### src/rtl/text_mem_arbiter_pkg.sv
// Shared text-mode constants and arbiter FSM encoding, also used by the
// scanout timing logic.
package text_mem_arbiter_pkg;

  localparam int unsigned ADDR_W = 13;
  localparam int unsigned COLS   = 100;
  localparam int unsigned ROWS   = 75;
  localparam int unsigned LIMIT  = COLS * ROWS;

  typedef enum logic {
    ST_IDLE = 1'b0,
    ST_FILL = 1'b1
  } state_t;

endpackage

### src/rtl/text_mem_arbiter_fill_counter.sv
// Screen-fill address counter: synchronous clear, stalls on !i_en, and
// saturates at LIMIT-1 so it never wraps.
module fill_counter #(
  parameter int unsigned ADDR_W = 13,
  parameter int unsigned LIMIT  = 7500
) (
  input  logic              clk,
  input  logic              rst_n,
  input  logic              i_en,
  input  logic              i_clr,
  output logic [ADDR_W-1:0] o_count,
  output logic              o_tc
);

  localparam logic [ADDR_W-1:0] LAST = ADDR_W'(LIMIT - 1);

  logic [ADDR_W-1:0] r_count;

  always_ff @(posedge clk or negedge rst_n) begin
    if (!rst_n) begin
      r_count <= '0;
    end else if (i_clr) begin
      r_count <= '0;
    end else if (i_en && !o_tc) begin
      r_count <= r_count + ADDR_W'(1);
    end
  end

  assign o_count = r_count;
  assign o_tc    = (r_count == LAST);

endmodule

### src/rtl/text_mem_arbiter.sv
// Single-port text RAM arbiter: scanout reads beat screen fill, which beats
// CPU writes. Out-of-range CPU writes are accepted and flagged via wr_drop.
module text_mem_arbiter #(
  parameter int unsigned ADDR_W = text_mem_arbiter_pkg::ADDR_W,
  parameter int unsigned COLS   = text_mem_arbiter_pkg::COLS,
  parameter int unsigned ROWS   = text_mem_arbiter_pkg::ROWS
) (
  input  logic              clk,
  input  logic              rst_n,
  input  logic              disp_req,
  input  logic [ADDR_W-1:0] disp_addr,
  output logic              disp_valid,
  input  logic              wr_valid,
  output logic              wr_ready,
  input  logic [ADDR_W-1:0] wr_addr,
  input  logic [7:0]        wr_data,
  input  logic              clr_start,
  input  logic [7:0]        clr_char,
  output logic              clr_busy,
  output logic              wr_drop,
  output logic              mem_en,
  output logic              mem_we,
  output logic [ADDR_W-1:0] mem_addr,
  output logic [7:0]        mem_wdata,
  input  logic [7:0]        mem_rdata
);

  import text_mem_arbiter_pkg::*;

  localparam int unsigned       LIMIT   = COLS * ROWS;
  localparam logic [ADDR_W-1:0] LIMIT_A = ADDR_W'(LIMIT);

  state_t            r_state;
  logic [7:0]        r_char;
  logic              r_disp_valid;
  logic              r_wr_drop;

  logic [ADDR_W-1:0] w_cnt;
  logic              w_tc;
  logic              w_fill_go;
  logic              w_cnt_clr;
  logic              w_wr_xfer;
  logic              w_wr_inrange;
  logic [7:0]        w_unused_rdata;

  // Read data is consumed by the scanout pipeline outside this block.
  assign w_unused_rdata = mem_rdata;

  assign w_fill_go    = (r_state == ST_FILL) && !disp_req;
  assign w_cnt_clr    = (r_state == ST_IDLE) && clr_start;
  // rst_n is folded in so no CPU write can be granted while reset is held.
  assign wr_ready     = rst_n && (r_state == ST_IDLE) && !disp_req && !clr_start;
  assign w_wr_xfer    = wr_valid && wr_ready;
  assign w_wr_inrange = (wr_addr < LIMIT_A);

  fill_counter #(
    .ADDR_W (ADDR_W),
    .LIMIT  (LIMIT)
  ) u_fill_counter (
    .clk     (clk),
    .rst_n   (rst_n),
    .i_en    (w_fill_go),
    .i_clr   (w_cnt_clr),
    .o_count (w_cnt),
    .o_tc    (w_tc)
  );

  always_comb begin
    mem_en    = 1'b0;
    mem_we    = 1'b0;
    mem_addr  = '0;
    mem_wdata = '0;
    if (disp_req) begin
      mem_en   = 1'b1;
      mem_addr = disp_addr;
    end else if (r_state == ST_FILL) begin
      mem_en    = 1'b1;
      mem_we    = 1'b1;
      mem_addr  = w_cnt;
      mem_wdata = r_char;
    end else if (w_wr_xfer && w_wr_inrange) begin
      mem_en    = 1'b1;
      mem_we    = 1'b1;
      mem_addr  = wr_addr;
      mem_wdata = wr_data;
    end
  end

  always_ff @(posedge clk or negedge rst_n) begin
    if (!rst_n) begin
      r_state      <= ST_IDLE;
      r_char       <= '0;
      r_disp_valid <= 1'b0;
      r_wr_drop    <= 1'b0;
    end else begin
      r_disp_valid <= disp_req;
      r_wr_drop    <= w_wr_xfer && !w_wr_inrange;
      case (r_state)
        ST_IDLE: begin
          if (clr_start) begin
            r_state <= ST_FILL;
            r_char  <= clr_char;
          end
        end
        ST_FILL: begin
          if (w_fill_go && w_tc) begin
            r_state <= ST_IDLE;
          end
        end
        default: r_state <= ST_IDLE;
      endcase
    end
  end

  assign disp_valid = r_disp_valid;
  assign wr_drop    = r_wr_drop;
  assign clr_busy   = (r_state == ST_FILL);

endmodule

### config.mk
export PLATFORM = sky130hd
export DESIGN_NAME = text_mem_arbiter
export DESIGN_NICKNAME = d
export VERILOG_FILES = /design/src/rtl/text_mem_arbiter_pkg.sv /design/src/rtl/text_mem_arbiter_fill_counter.sv /design/src/rtl/text_mem_arbiter.sv
export SDC_FILE = /design/constraint.sdc
export NUM_CORES = 1
export LEC_CHECK = 0
export CORE_AREA = 2 2 76 56
export CTS_BUF_LIST = sky130_fd_sc_hd__clkbuf_4 sky130_fd_sc_hd__clkbuf_8 sky130_fd_sc_hd__clkbuf_16
export DETAILED_ROUTE_END_ITERATION = 6
export DIE_AREA = 0 0 78 58
export PLACE_DENSITY = 0.84
export SLEW_MARGIN = 20
export SYNTH_ARGS = -nofsm -noshare
export SYNTH_HDL_FRONTEND = slang
export SYNTH_SLANG_ARGS = --single-unit
### constraint.sdc
create_clock -name clk -period 5.1 [get_ports clk]
set_input_delay 1.02 -clock clk [delete_from_list [all_inputs] [get_ports clk]]
set_output_delay 1.02 -clock clk [all_outputs]
set_load 0.1 [all_outputs]
==> results.tsv, run 1 <==
metric	value	unit
synth_nets	247	
worstPathCellList	clkdlybuf4s50_1 > a211o_1 > a211o_1 > a21oi_1 > buf_4 > a22o_1 > buf_12	
sw_frac_of_total	0.413	
cts_tree	built	
areaGrowthSynthToFinish	70.9	%
synth_top_family_by_area	simple AND/OR/NAND/NOR gates	
ys_seq_area_frac	0.393	
die_h	58	µm
yosys.area_share.simple	0.284	
combPwrFrac	0.475	
drc_errors	0	
cts_made_buffers	3	
switchingPower	297	µW
synth.area.mux_share	0.00655	
relSlewSlack	0.355	
grt_use_total	0.223	
wirelength	4.78	mm
power_frac_clock	0.184	
num_vias	1667	
core_area	0.00380	mm²
crit_path_end_kind	output pin	
dpl.hpwl	3.67	mm
syn_avg_cell_area	8.01	µm²
min_period	4290	ps
gp_congestion	0.844	
critPathRequiredTime	4080	ps
clock_sinks	24	
power.density	276	mW/mm²
tightest_slew	965	ps
synth_seq_cells	24	
grt_pass1_vias	1543	
cp.arrival	3270	ps
clkLatencyLatePin	280	ps
intPower	423	µW
ant_nets	0	
cpPeakStageDelay	480	ps
yosysUniqueCellTypes	34	
leakage	0.00118	µW
hold_class	reg2reg	
avgViaCountPerCell	5.33	
status	finished clean	
fp-row-count	19	
crit_buf_inv	3	
path_common_cell	a211o_1	
grt_setup_unrepaired	no	
max_cap_viol_count	0	
drv_slew	0	
synthAdderAreaFrac	0.00818	
clk_pin_slew	80	ps
setup_tns	0	ps
grt_max_degree	32	
synth_top_area_frac	0.393	
first_pass_iters	4	
skew	7.12	ps
post-cts-setup-buffers	0	
seq_power_share	0.341	
die_w	78	µm
placed_area	0.00256	mm²
final_layout_size_suffix_gt1_frac	0.149	
dieArea	0.00452	mm²
syn_inst	191	
pin_count	82	
htreeDepth	1	
routedWlPerCell	15.3	µm
overflow	0	
grt_pass1_wl	7.85	mm
ir_worst_vdd	0.162	mV
hold_viol_final	0	
cts_hold_buf	0	
synth-xor-area-share	0.0229	
path_class	in2out	
diodes	0	
r2r_setup_slack	3140	ps
yosys.area.top_type	dfrtp_1	
first_iter_violations	98	
cp_slowest_cell	a21oi_1	
cts_root_buf	clkbuf_8	
crit_fanout	16	
layout.nets	318	
crit_family	compound AO/OA/AOI/OAI gates	
startpoint_type	primary input	
post_cts_resized	0	
antenna_found_initial	0	
final_cells	313	
synth_area_leaders	dfrtp_1, nand2_1, a21o_1	
fin_crit_sh	0.840	
fmax	0.233	GHz
fillers	301	
fin_area	0.00261	mm²
io_buffers	73	
setup_viol	0	
dp.cells	309	
start_util	0.402	
syn_area	0.00153	mm²
clockBufferDepth	2	
synth-compound-area-share	0.247	
yosys_warnings	0	
power groups by stage:
stage	Combinational (µW)	Sequential, µW	Clock [µW]
finish	342	246	132
global route	359	252	141
CTS	344	245	133
detailed placement	342	249	0
global placement	337	247	0
floorplan	200	243	0
cell usage after synthesis (all sizes together):
cell type	instances
a211o	2
a21o	12
a21oi	8
a221o	1
a22o	9
a31o	2
buf	2
clkbuf	10
dfrtp	24
ha	1
inv	3
mux2i	1
nand2	56
nand2b	3
nand3	3
nand3b	2
nand4	1
nand4b	1
nand4bb	1
nor2	9
nor2b	2
nor3	3
nor4	4
nor4b	1
o2111ai	1
o211ai	2
o21ai	15
o21ba	1
o31ai	2
or3	4
or4b	1
xnor2	4
path summary, 6_finish.rpt:
path	end	start	cells past startpoint
worst max-delay path	mem_wdata[2]	wr_addr[2]	7
worst min-delay path	r_char[0]$_DFFE_PN0P_	r_char[0]$_DFFE_PN0P_	2
worst max register to register	u_fill_counter.o_count[5]$_DFFE_PN0P_	clr_busy$_DFF_PN0_	3
worst min register to register	r_char[0]$_DFFE_PN0P_	r_char[0]$_DFFE_PN0P_	2
max in group asynchronous	u_fill_counter.o_count[1]$_DFFE_PN0P_	rst_n	2
min in group asynchronous	u_fill_counter.o_count[11]$_DFFE_PN0P_	rst_n	2
through the flow:
step	hold slack, ps	utilization	setup slack, ps	power, µW
after floorplan	447	-	521	443
after global placement	460	0.672	791	584
after detailed placement	464	0.672	790	591
after CTS	484	0.687	796	722
after global routing	507	0.687	712	752
final	478	0.687	814	720
cell type report:
cell class              count  area (µm²)  share of cell area
repair buffers             78         996               0.381
multi-input cells         152         885               0.339
inverters                   3        11.3             0.00431
clock buffers               4        55.1              0.0211
flip-flops and latches     24         601               0.230
well taps                  52        65.1              0.0249
worst register-to-register path, stage by stage, from the launching register on:
cell	delay, ps
dfrtp_1	820
nand2b_1	340
nor4_1	490
mux2i_1	230
state kept, by name (all words and copies together), names as in the netlist:
name,count
r_char,8
clr_busy,1
u_fill_counter.o_count,13
disp_valid,1
wr_drop,1
kinds of logic after synthesis:
| family | after synthesis |
|---|---|
| fa+ha+maj | 1 |
| mux | 1 |
| xor+xnor | 4 |
| flops | 24 |
| simple gates | 91 |
| buf+inv | 15 |
| compound gates | 55 |
routing by layer:
layer	track usage	share of wire
met1	0.329	0.46
met2	0.337	0.45
met3	0.0545	0.085
met4	0.0451	0.0082
met5	0	0
layout by cell type (no fill, tap or decap), types with 2 or more instances in the layout:
cell type,count
nand2_1,56
clkdlybuf4s50_1,49
dfrtp_1,24
buf_12,23
o21ai_0,14
a21o_1,12
a22o_1,9
nor2_1,9
a21oi_1,8
buf_4,6
or3_1,4
xnor2_1,4
clkbuf_8,4
inv_1,3
nand2b_1,3
nand3_1,3
nor3_1,3
nor4_1,3
a211o_1,2
nand3b_1,2
nor2b_1,2
a31o_2,2
o211ai_1,2
o31ai_1,2
No activity file was read; power rests on OpenSTA's default activity.
==> inputs of run 2 (changes only) <==
--- a/config.mk
+++ b/config.mk
@@ -5,11 +5,11 @@
 export SDC_FILE = /design/constraint.sdc
 export NUM_CORES = 1
 export LEC_CHECK = 0
-export CORE_AREA = 2 2 76 56
+export CORE_AREA = 2 2 78 58
 export CTS_BUF_LIST = sky130_fd_sc_hd__clkbuf_4 sky130_fd_sc_hd__clkbuf_8 sky130_fd_sc_hd__clkbuf_16
 export DETAILED_ROUTE_END_ITERATION = 6
-export DIE_AREA = 0 0 78 58
-export PLACE_DENSITY = 0.84
+export DIE_AREA = 0 0 80 60
+export PLACE_DENSITY = 0.79
 export SLEW_MARGIN = 20
 export SYNTH_ARGS = -nofsm -noshare
 export SYNTH_HDL_FRONTEND = slang
==> constraint.sdc (replaced) <==
create_clock -name clk -period 4.2 [get_ports clk]
set_input_delay 0.84 -clock clk [delete_from_list [all_inputs] [get_ports clk]]
set_output_delay 0.84 -clock clk [all_outputs]
set_load 0.1 [all_outputs]
==> results.tsv, run 2 (synthesis results as in run 1) <==
metric	value	unit	change
wirelength	4.93	mm	+3.0%
grt_max_degree	32		unchanged
antenna_found_initial	0		unchanged
cts_hold_buf	0		unchanged
cts_root_buf	clkbuf_8		
routedWlPerCell	15.6	µm	+2.0%
power.density	333	mW/mm²	+21%
grt_pass1_vias	1623		+5.2%
hold_class	reg2reg		
clkLatencyLatePin	270	ps	about the same
cts_made_buffers	3		unchanged
leakage	0.00119	µW	+0.54%
hold_viol_final	0		unchanged
dp.cells	312		+0.97%
clockBufferDepth	2		unchanged
post_cts_resized	0		unchanged
fp-row-count	20		+1
post-cts-setup-buffers	0		unchanged
cts_tree	built		
dieArea	0.00480	mm²	+6.1%
ant_nets	0		unchanged
areaGrowthSynthToFinish	72.5	%	
tightest_slew	973	ps	+8.45 ps
fmax	0.261	GHz	
path_class	in2out		
grtUsageMet1	0.295		-0.0341
grt_setup_unrepaired	no		
crit_fanout	20		+4
cp.arrival	2990	ps	-280 ps
min_period	3830	ps	
core_area	0.00410	mm²	+7.9%
cp_slowest_cell	clkdlybuf4s50_1		
startpoint_type	primary input		
largest_register_ff_count	13		unchanged
clk_pin_slew	80	ps	about the same
drv_slew	0		unchanged
crit_path_end_kind	output pin		
final_cells	316		+0.96%
num_vias	1674		+0.42%
pin_count	82		unchanged
drc_errors	0		unchanged
grt_use_met2	0.354		+0.0161
die_h	60	µm	+3.4%
layout.nets	318		unchanged
gp_congestion	0.817		-3.1%
grt.busiest_layer	met2		
pre_cts_slack	377	ps	-413 ps
status	finished clean		
setup_ws	374	ps	-439 ps
critPathRequiredTime	3360	ps	-720 ps
setup_viol	0		unchanged
skew	6.31	ps	-0.804 ps
first_iter_violations	96		-2.0%
met3_usage	0.0559		+0.00137
final_layout_size_suffix_gt1_frac	0.176		+0.0268
io_buffers	73		unchanged
max_cap_viol_count	0		unchanged
relSlewSlack	0.349		-0.00565
diodes	0		unchanged
setup_tns	0	ps	unchanged
first_pass_iters	5		+1
clock_sinks	24		unchanged
die_w	80	µm	+2.6%
avgViaCountPerCell	5.30		-0.53%
grt_pass1_wl	7.98	mm	+1.6%
grt_use_total	0.218		-0.00537
fin_crit_sh	0.911		
cpPeakStageDelay	450	ps	-30 ps
htreeDepth	1		unchanged
ir_worst_vdd	0.180	mV	+11%
path_common_cell	a211o_1		
layout_common_cells	nand2_1, clkdlybuf4s50_1, dfrtp_1, buf_12, o21ai_0		
start_util	0.373		-0.0294
dpl.hpwl	3.83	mm	+4.4%
r2r_setup_slack	2230	ps	-910 ps
overflow	0		unchanged
final_common_cell	nand2_1		
worstPathCellList	clkdlybuf4s50_1 > a211o_1 > a211o_1 > a21oi_1 > buf_4 > a22o_1 > buf_12		
==> run 2: critical path, delay by kind of cell <==
family	cells	cell delay (ps)
AOI/OAI and AO/OA	4	1180
buffers and inverters	3	950
==> run 2: final timing paths <==
path	to	from	depth (start not counted)
setup / recovery	mem_wdata[7]	wr_addr[2]	7
hold / removal	r_char[5]$_DFFE_PN0P_	r_char[5]$_DFFE_PN0P_	2
setup reg to reg	u_fill_counter.o_count[5]$_DFFE_PN0P_	clr_busy$_DFF_PN0_	3
hold reg to reg	r_char[5]$_DFFE_PN0P_	r_char[5]$_DFFE_PN0P_	2
max in group asynchronous	u_fill_counter.o_count[1]$_DFFE_PN0P_	rst_n	2
min in group asynchronous	r_char[6]$_DFFE_PN0P_	rst_n	2
==> run 2: metrics by stage <==
step	area (µm²)	power, µW	hold slack, ps	util
final	2640	878	481	0.643
after global placement	2580	712	459	0.629
after detailed placement	2580	723	463	0.629
after floorplan	1550	539	447	-
after CTS	2640	880	483	0.643
after global routing	2640	920	505	0.643
==> run 2: where the power goes <==
part,internal (µW),leakage (µW),total (µW),switching (µW)
registers,262,0.000309,299,37.5
clock network,83.9,0.0000288,160,75.9
logic,169,0.000850,419,249
total,515,0.00119,878,363
==> run 2: layout make-up <==
class                           count  area [µm²]
Clock buffer                        4        55.1
Tap cell                           55        68.8
Sequential cell                    24         601
Inverter                            3        11.3
Multi-Input combinational cell    152         893
Timing Repair Buffer               78        1010
Fill cell                         332        1470
==> run 2: routing by layer <==
metal	vias to the layer above	routed length (µm)
met5	-	0
met4	0	38
met3	5	421
met2	67	2190
met1	792	2280
li1	810	-
